[config.mk]
export PLATFORM = sky130hd
export DESIGN_NAME = regfile_write_arbiter
export DESIGN_NICKNAME = d
export VERILOG_FILES = /design/src/rtl/regfile_write_arbiter.sv
export SDC_FILE = /design/constraint.sdc
export NUM_CORES = 1
export LEC_CHECK = 0
export CORE_MARGIN = 2
export CORE_UTILIZATION = 41
export CTS_BUF_LIST = sky130_fd_sc_hd__clkbuf_8 sky130_fd_sc_hd__clkbuf_16
export CTS_CLUSTER_SIZE = 24
export DETAILED_ROUTE_END_ITERATION = 16
export PLACE_DENSITY_LB_ADDON = 0.25
export SLEW_MARGIN = 20
export SYNTH_ARGS = -nofsm -noshare
export SYNTH_HDL_FRONTEND = slang
export SYNTH_SLANG_ARGS = --single-unit
[constraint.sdc]
create_clock -name Clk -period 5.8 [get_ports Clk]
set_clock_uncertainty 0.15 [all_clocks]
set_input_delay 0.58 -clock Clk [delete_from_list [all_inputs] [get_ports Clk]]
set_output_delay 0.58 -clock Clk [all_outputs]
set_load 0.005 [all_outputs]
[src/rtl/regfile_write_arbiter.sv]
// Round-robin arbiter sharing the register file's single write port among NREQ
// writeback sources; registers the winner and drives a one-hot write-enable.
module regfile_write_arbiter #(
  parameter int NREQ    = 4,
  parameter int DW      = 32,
  parameter int ZERO_RO = 1
) (
  input  logic              Clk,
  input  logic              Rst_n,
  input  logic              Stall,
  input  logic [NREQ-1:0]   Req,
  input  logic [NREQ*5-1:0] Addr,
  input  logic [NREQ*DW-1:0] Data,
  output logic [NREQ-1:0]   Gnt,
  output logic [31:0]       WrEn,
  output logic [4:0]        WrAddr,
  output logic [DW-1:0]     WrData,
  output logic              WrValid
);

  localparam int PW = $clog2(NREQ);

  logic [PW-1:0] ptr;
  logic [PW-1:0] gnt_idx;
  logic [PW-1:0] ptr_next;
  logic [PW:0]   sum;
  logic          found;
  logic          grant;
  logic [4:0]    sel_addr;
  logic [DW-1:0] sel_data;
  logic [31:0]   wr_en_next;
  logic [4:0]    addr_a [NREQ];
  logic [DW-1:0] data_a [NREQ];

  for (genvar i = 0; i < NREQ; i++) begin : g_unpack
    assign addr_a[i] = Addr[i*5 +: 5];
    assign data_a[i] = Data[i*DW +: DW];
  end

  // Scan from farthest to nearest so the requester closest to ptr wins last.
  always_comb begin
    found   = 1'b0;
    gnt_idx = '0;
    sum     = '0;
    for (int k = NREQ - 1; k >= 0; k--) begin
      sum = {1'b0, ptr} + (PW+1)'(k);
      if (sum >= (PW+1)'(NREQ)) sum = sum - (PW+1)'(NREQ);
      if (Req[sum[PW-1:0]]) begin
        found   = 1'b1;
        gnt_idx = sum[PW-1:0];
      end
    end
  end

  assign grant    = found & ~Stall & Rst_n;
  assign Gnt      = grant ? (NREQ'(1) << gnt_idx) : '0;
  assign sel_addr = addr_a[gnt_idx];
  assign sel_data = data_a[gnt_idx];
  assign ptr_next = (gnt_idx == PW'(NREQ - 1)) ? '0 : gnt_idx + 1'b1;

  // Register 0 is hardwired when ZERO_RO is set: the write is accepted but suppressed.
  assign wr_en_next = ((ZERO_RO != 0) && (sel_addr == 5'd0)) ? '0 : (32'(1) << sel_addr);

  // ---- grant edge -> registered write port ----
  always_ff @(posedge Clk or negedge Rst_n) begin
    if (!Rst_n) begin
      ptr     <= '0;
      WrValid <= 1'b0;
      WrEn    <= '0;
      WrAddr  <= '0;
      WrData  <= '0;
    end else if (grant) begin
      ptr     <= ptr_next;
      WrValid <= 1'b1;
      WrEn    <= wr_en_next;
      WrAddr  <= sel_addr;
      WrData  <= sel_data;
    end else begin
      WrValid <= 1'b0;
      WrEn    <= '0;
    end
  end

endmodule

==> results of run 1 <==
==> cell type report <==
class                      count  area (sq um)  share of cell area [%]
multi-input combinational    303          1930                    29.9
sequential                    72          1800                    28.0
inverter                       5          18.8                   0.291
timing repair buffer         232          2310                    35.8
clock buffer                   9           124                    1.92
tap                          129           161                    2.50
clock inverter                 7           103                    1.59
==> synth_stat cells (2+ instances only) <==
library cell   n
o22ai_1        2
o21ai_0        4
nand2b_1       2
a21oi_1        2
clkbuf_1      27
o31ai_1        4
nor2_1         2
ha_1           4
dfrtp_1       72
a21o_1        34
nor3_2         3
and3_1        42
buf_2         11
and2_1         4
nand2_1       75
nor2b_1        2
a311oi_1      32
inv_1          3
nor3_1        28
o211ai_1       3
a211oi_2       5
nand3_1        6
a211oi_1      35
inv_2          2
a211o_1        5
==> worst max-delay path: cells and delay by family <==
kind                       cells  cell delay [ns]
AOI/OAI and AO/OA              1             0.31
buffers and inverters          4             1.92
adders and majority gates      1             0.25
and+or+nand+nor                3             0.30
==> flip-flops by register name, indices dropped and copies added (netlist names) <==
name and cells:
WrData 32, WrEn 32, WrValid 1, ptr 2
WrAddr 5
==> power by group through the flow <==
stage	logic (W)	clock network (W)	registers (W)
after floorplan	0.000569	0	0.000698
after global placement	0.00103	0	0.000696
after detailed placement	0.00106	0	0.000701
after CTS	0.00106	0.000458	0.000694
after global routing	0.00116	0.000483	0.000707
final	0.00106	0.000453	0.000693
==> worst paths after layout <==
path,end,cells after the start,start
max reg2reg,WrEn[27],8,ptr[1]
min reg2reg,WrData[21],1,WrData[21]
max in group asynchronous,WrData[12],1,Rst_n
max,Gnt[1],9,Req[0]
min in group Clk,WrData[21],1,WrData[21]
min,WrEn[21],1,Rst_n
==> metal layers <==
layer	global-route usage, %	up-vias	routed length, um	part of all wire [%]
li1	-	1969	-	-
met1	32.4	2012	5140	39
met2	41.2	212	6700	51
met3	5.87	23	997	7.6
met4	9.15	0	312	2.4
met5	0	-	0	0
==> stage by stage <==
| step | power (W) | std cells | area, sq um | hold slack [ns] |
|---|---|---|---|---|
| global placement | 0.00173 | 741 | 6210 | 0.310 |
| detailed placement | 0.00176 | 741 | 6210 | 0.316 |
| floorplan | 0.00127 | 419 | 3910 | 0.134 |
| global route | 0.00235 | 757 | 6440 | 0.263 |
| CTS | 0.00221 | 757 | 6440 | 0.235 |
| finish | 0.00221 | 757 | 6440 | 0.196 |
==> cells in the final DEF (no fill, tap or decap), drive strengths merged, types with 3 or more instances in the layout <==
cell           count
clkdlybuf4s50    227
nand2             76
dfrtp             72
and3              42
a211oi            41
a21o              34
a311oi            32
nor3              31
clkbuf             9
inv                7
nand3              6
buf                5
o21ai              5
a211o              5
and2               4
o31ai              4
ha                 4
o211ai             3
nor2               3
==> cell families (layout without fill, tap and decap cells) <==
| group | Yosys count | count (layout) | share of synthesized area, % |
|---|---|---|---|
| other | 1 | 1 | 0.0959 |
| AOI/OAI and AO/OA | 128 | 128 | 26.2 |
| and+or+nand+nor | 170 | 170 | 21.5 |
| DFF | 72 | 72 | 46.1 |
| adders and majority gates | 4 | 4 | 1.28 |
| buffers and inverters | 44 | 253 | 4.77 |
==> metrics.txt, run 1 <==
Critical Path Max Stage Delay 0.60 ns; fin crit period 4.11 ns; Starting Density ~42%; reg2reg setup slack roughly 2.5 ns; sequential share of power 31.4%; Clock Root Buffer clkbuf_8; number of diodes 0; Rows 35; Leakage Power about 2.9 nW; Clock power frac about a fifth; Worst Path Required between 5 and 6 ns; Resized Gates After CTS 0; grt ovf 0; worst setup margin 1.69 ns; # H-tree levels 3; Worst setup SP type input port; Post-synth EDFFs 0; sw frac 38.0%; Vias around 4.2k; Pwr per Cell Area ~340 nW/um^2; Max stage delay cell, worst path inv_2; FFs w/ async S/R, synth between 90% and 100%; setup repair after global routing missed its margin false; Clock transition at path regs ~0.090 ns; first-pass GRT wire length roughly 20000 um; Final Hold Violating Endpoints 0; synthesized area slightly below 4000 sq um; setup TNS 0 ns; final RePlAce weighted congestion between 0.8 and 0.9; layout cells sized above 1 between 5 and 6%; vias in the first global route between 3k and 4k; power share of the combinational group between 40% and 50%; pin count of the biggest net entering global routing 78; DRT iter0 DRCs 153; I/O Pins roughly 230; Worst-Skew Late Latency 0.35 ns; CP Cell Sequence clkdlybuf4s50_1 -> nand2b_1 -> a21oi_1 -> nor2_2 -> buf_4 -> inv_2 -> ha_1 -> and2_1 -> clkdlybuf4s50_1; Die ar. between 10000 and 15000 sq um; post-synthesis sequential area ratio 46.1%; Ys Warns 0; Nets 782; overall track demand over capacity in global routing around a quarter; max-slew violations 0; CP endpoint kind primary output; Finished Core Util 69.7%; CP dominant cell by count clkdlybuf4s50_1; area fraction of the dominant cell type after synthesis a little under half; die width 102 um; CTS max path bufs 2; Tightest Pin Transition 0.887 ns; postcts setup bufs 0; Synth area leaders dfrtp_1 (46%), nand2_1 (7.2%), a311oi_1 (7.2%), a211oi_1 (6.7%), and3_1 (6.7%); synth-to-layout area growth 64.9%; crit-path max FO 43; sw power 0.000840 W; Max-Cap Viols 0; post-synth top area cell dfrtp_1; syn nets 578; critical path type in -> out; WP data arrival approximately 3.4 ns; IO buf count 228; Max Clk Rate 243 MHz; status finished clean; Vias per Instance 5.57; synthesized instance count around 420; CTS tree yes; ANT nets after route 0; Routed WL 13100 um; Place WS 1.70 ns; Final Setup Violations 0; Top FF cell, synth dfrtp_1; fin crit share between 70% and 80%; Slew HR a little over 40%; worst hold path type in -> async; Inserted Clock Buffers 9; Synth cell types 35; Peak VDD IR 177 uV; Pre-Repair DR Iteration Count 4; # clock sinks 72; cts hold-fix bufs 0; Routed wire per std cell approximately 17 um; DRC 0; dpl hpwl a little under 10000 um; internal power roughly 0.0014 W; Synth Register Bits 72; Die Y slightly above 100 um; layout filler cell count ~700; antenna violations before repair 0; syn avg cell area between 9 and 10 sq um; core footprint between 9000 and 10000 sq um
No activity file was read; power rests on OpenSTA's default activity.
==> inputs of run 2 (changes only) <==
CORE_UTILIZATION = 38   (was 41)
clock period = 4.2 ns   (was 5.8 ns; I/O delays follow)
==> run 2 against run 1 <==
Net effect:
- sequential power grew 38%
- sequential share of layout area fell by 0.34 points
- setup slack got worse by 1.0 ns
- critical path depth stayed put
- clock-buffer cell count rose by 1
- combinational power grew 42%
- sequential cell count did not move
- register-to-register slack got worse by 1.2 ns
- first-iteration DRC count rose by 22%
- cell area up 1.2%
- via count decreased by 1.2%
==> metrics.txt, run 2 (synthesized netlist as in run 1, its figures left out) <==
I/O Pins about 230; placed inst area around 6300 sq um; postcts setup bufs 0; Pre-Repair DR Iteration Count 5; CP dominant cell by count clkdlybuf4s50_1; Resized Gates After CTS 0; Final Hold Violating Endpoints 0; DRT iter0 DRCs 187; Max Clk Rate about 280 MHz; Max stage delay cell, worst path clkdlybuf4s50_1; vias in the first global route between 4k and 5k; max-slew violations 0; CP endpoint kind primary output; Routed wire per std cell ~17 um; die width roughly 110 um; number of diodes 0; final RePlAce weighted congestion around 0.85; Final Total Pwr roughly 0.0032 W; overall track demand over capacity in global routing about a quarter; Vias per Instance approximately 5.4; pin count of the biggest net entering global routing slightly below 80; setup repair after global routing missed its margin false; Final Setup Violations 0; Clock transition at path regs 0.07 ns; biggest regs WrData: 32 flops, WrEn: 32 flops, WrAddr: 5 flops; Max-Cap Viols 0; Routed WL about 13000 um; Pwr per Cell Area 487 nW/um^2; Rows 37; worst hold path type in -> async; core footprint between 10000 and 15000 sq um; Inserted Clock Buffers 9; Final Cell Area roughly 6500 sq um; IO buf count between 200 and 250; Tightest Pin Transition roughly 1.0 ns; Clock Root Buffer clkbuf_8; # clock sinks 72; WP buf/inv 4; Critical Path Max Stage Delay between 0.5 and 0.6 ns; CP Cell Sequence clkdlybuf4s50_1 -> nor2b_1 -> a21o_1 -> a211oi_4 -> buf_4 -> inv_2 -> ha_1 -> and2_1 -> clkdlybuf4s50_1; Worst-Skew Late Latency 0.32 ns; synth-to-layout area growth 66.9%; Worst Path Required around 3.6 ns; fin crit period 3.52 ns; Starting Density approximately two fifths; Peak VDD IR between 200 and 250 uV; status finished clean; # H-tree levels 3; Vias ~4.2k; Leakage Power approximately 2.9 nW; layout filler cell count around 790; worst r2r path cells 8; CTS tree yes; WP data arrival ~3.0 ns; reg2reg start ptr[0]; reg2reg setup slack 1.24 ns; Finished Core Util ~64%; first-pass GRT wire length ~21000 um; Slew HR 30.6%; setup TNS 0 ns; Worst setup SP type input port; dpl hpwl around 10000 um; DRC 0; grt ovf 0; critical path type in -> out; commonest non-fill, non-tap cell in the layout clkdlybuf4s50_1; Die ar. approximately 11000 sq um; DP Cell Count between 700 and 800; reg-to-reg endpoint WrEn[18]; cts hold-fix bufs 0; antenna violations before repair 0; cell family with most CP delay buffers and inverters; layout cells sized above 1 between 6 and 7%; non-filler cells, final 768; CTS max path bufs 2; commonest non-fill, non-tap cells in the layout clkdlybuf4s50_1 (227), nand2_1 (75), dfrtp_1 (72), and3_1 (42), a211oi_1 (35); crit-path max FO 34; Nets roughly 790; ANT nets after route 0; Die Y 105 um; fin crit share ~84%
-- run 2: worst register-to-register path, stage by stage, from the launching register on --
cell	delay (ns)
dfrtp_1	0.40
nand2b_1	0.18
a21oi_1	0.27
a211oi_4	0.07
buf_4	0.21
inv_2	0.44
a211oi_1	0.11
o21ai_1	0.83
nor3_1	0.16
-- run 2: stage by stage --
step                      setup WS [ns]  hold slack [ns]
after floorplan                    1.67          -0.0256
after global placement            0.774            0.311
after detailed placement          0.692            0.317
after CTS                         0.699            0.199
after global routing              0.509            0.247
final                             0.682            0.169
-- run 2: layout make-up --
| type | count | area, sq um | area share [%] |
|---|---|---|---|
| clock buffer | 10 | 138 | 2.11 |
| clock inverter | 5 | 129 | 1.98 |
| inverter | 5 | 18.8 | 0.288 |
| multi-input combinational | 303 | 1920 | 29.4 |
| sequential | 72 | 1800 | 27.6 |
| tap | 136 | 170 | 2.61 |
| timing repair buffer | 237 | 2350 | 36.0 |
-- run 2: layer usage --
metal | vias up | GRT usage, % | wire length (um) | share of wire [%]
li1 | 1970 | - | - | -
met1 | 1972 | 26.6 | 5240 | 39
met2 | 205 | 42.5 | 6850 | 51
met3 | 18 | 5.38 | 937 | 7.0
met4 | 0 | 9.14 | 308 | 2.3
met5 | - | 0 | 0 | 0
-- run 2: report_power, final --
group | total (W) | switching (W) | internal, W
logic | 0.00150 | 0.000787 | 0.000711
registers | 0.000953 | 0.000100 | 0.000853
clock network | 0.000724 | 0.000255 | 0.000469
total | 0.00318 | 0.00114 | 0.00203
-- run 2: worst max-delay path by stage --
stage                      start  endpoint  depth (start not counted)
after floorplan           Req[2]    Gnt[0]                          8
after global placement    Req[2]    Gnt[2]                          9
after detailed placement  Req[2]  WrEn[18]                          9
after CTS                 Req[2]    Gnt[0]                          9
after global routing      Req[2]    Gnt[0]                          9
final                     Req[2]    Gnt[2]                          9
==> inputs of run 3 (changes only) <==
clock period = 3.65 ns   (was 4.2 ns; I/O delays follow)
==> run 3 against run 2 <==
Net effect:
- sequential share of layout area grew 0.15 points
- register-to-register slack got worse by 0.33 ns
- worst hold slack worse by 0.10 ns
- combinational power up 15%
- sequential power increased by 15%
==> metrics.txt, run 3 (synthesized netlist as in run 1, its figures left out) <==
IO buf count approximately 230; commonest non-fill, non-tap cell in the layout clkdlybuf4s50_1; antenna violations before repair 0; internal power approximately 0.0022 W; CP dominant cell by count clkdlybuf4s50_1; CP Cell Sequence clkdlybuf4s50_1 -> nand2b_1 -> a21oi_1 -> nor2_2 -> inv_2 -> ha_1 -> and2_1 -> clkdlybuf4s50_1; CTS tree yes; overall track demand over capacity in global routing 24.0%; cts hold-fix bufs 0; Max Clk Rate roughly 320 MHz; Pre-Repair DR Iteration Count 4; crit-path max FO 16; DRC 0; critical path type in -> out; DRT iter0 DRCs roughly 170; biggest regs WrData: 32 flops, WrEn: 32 flops, WrAddr: 5 flops; dpl hpwl 9930 um; Die ar. 11100 sq um; layout filler cell count ~830; synth-to-layout area growth 66.0%; grt ovf 0; Pwr per Cell Area about 540 nW/um^2; Max stage delay cell, worst path clkdlybuf4s50_1; final RePlAce weighted congestion between 0.8 and 0.9; Final Setup Violations 0; sw power ~0.0013 W; Leakage Power 2.89 nW; Critical Path Max Stage Delay about 0.55 ns; layout cells sized above 1 under 10%; core footprint slightly above 10000 sq um; grt peak-use layer met2; setup repair after global routing missed its margin false; Peak VDD IR 281 uV; WP data arrival roughly 2.6 ns; Resized Gates After CTS 0; grt met2 use a little over 40%; setup TNS 0 ns; status finished clean; pin count of the biggest net entering global routing 73; power share of the combinational group 48.8%; CTS max path bufs 2; Vias 4174; Final Hold Violating Endpoints 0; Routed WL about 13000 um; fin crit period approximately 3.1 ns; met1 Usage GRT between 20 and 30%; Vias per Instance about 5.4; Inserted Clock Buffers 9; Clock power frac 20.0%; number of diodes 0; Nets roughly 800; Worst-Skew Late Latency around 0.34 ns; Slew HR 40.8%; fin crit share 85.5%; sequential share of power a little under a third; I/O Pins about 230; worst hold path type in -> async; hold_ws slightly below 0.07 ns; postcts setup bufs 0; # clock sinks about 70; sw frac between 30% and 40%; # H-tree levels 3; Clock transition at path regs 0.08 ns; Routed wire per std cell 17.3 um; Rows 37; Die Y 105 um; CP endpoint kind primary output; Worst Path Required between 3 and 4 ns; max-slew violations 0; ANT nets after route 0; Starting Density 38.6%; Max-Cap Viols 0; vias in the first global route ~4.2k; first-pass GRT wire length 21000 um; commonest non-fill, non-tap cells in the layout clkdlybuf4s50_1 (227), nand2_1 (75), dfrtp_1 (72), and3_1 (42), a211oi_1 (35); GRT met3 Usage about 5.6%; Worst setup SP type input port; Clock Root Buffer clkbuf_8; die width ~110 um; Tightest Pin Transition 0.888 ns
[run 3: cell count changes in the layout (fill, tap and decap cells not counted)]
cell | before | now
o21ai_2 | 0 | 1
bufinv_16 | 4 | 2
clkinvlp_4 | 0 | 2
clkbuf_8 | 10 | 9
inv_6 | 0 | 1
o21ai_1 | 1 | 0
buf_4 | 10 | 11
inv_1 | 3 | 4
[run 3: path summary, 6_finish.rpt]
| path | startpoint | end | slack, ns | cells after the start |
|---|---|---|---|---|
| min | Rst_n | WrAddr[4] | 0.07 | 2 |
| min reg2reg | WrData[18] | WrData[18] | 0.33 | 1 |
| max in group asynchronous | Rst_n | WrData[2] | 2.68 | 2 |
| min in group Clk | Rst_n | WrValid | 0.29 | 3 |
| max | Req[0] | Gnt[0] | 0.53 | 8 |
| max reg2reg | ptr[0] | WrData[3] | 0.91 | 8 |
[run 3: layout make-up]
type / count / area, sq um / share of cell area [%]
clock buffer: 9 / 124 / 1.91
clock inverter: 7 / 96.3 / 1.48
inverter: 5 / 18.8 / 0.289
multi-input combinational: 303 / 1920 / 29.7
sequential: 72 / 1800 / 27.8
tap: 136 / 170 / 2.62
timing repair buffer: 238 / 2350 / 36.3
[run 3: per-layer routing]
layer / routed length (um) / up-vias
li1: - / 1973
met1: 5380 / 1979
met2: 6590 / 191
met3: 918 / 31
met4: 433 / 0
met5: 0 / -
[run 3: critical path, delay by kind of cell]
kind                       cells  cell delay [ns]
buffers and inverters          3             1.32
and+or+nand+nor                3             0.38
AOI/OAI and AO/OA              1             0.32
adders and majority gates      1             0.21
[run 3: power by group through the flow]
stage	clock network (W)	registers (W)	logic, W
finish	0.000702	0.00110	0.00172
CTS	0.000715	0.00110	0.00172
floorplan	0	0.00111	0.000905
global route	0.000740	0.00112	0.00187
detailed placement	0	0.00111	0.00171
global placement	0	0.00111	0.00168
[run 3: stage by stage]
stage                     utilization (%)  power [W]  instance area (sq um)  setup slack, ns  instances
after global placement               61.8    0.00278                   6270            0.608        754
after global routing                 64.0    0.00373                   6490            0.354        770
after floorplan                         -    0.00201                   3910             1.23        419
after CTS                            64.0    0.00354                   6490            0.530        770
final                                64.0    0.00352                   6490            0.531        770
after detailed placement             61.8    0.00283                   6270            0.456        754
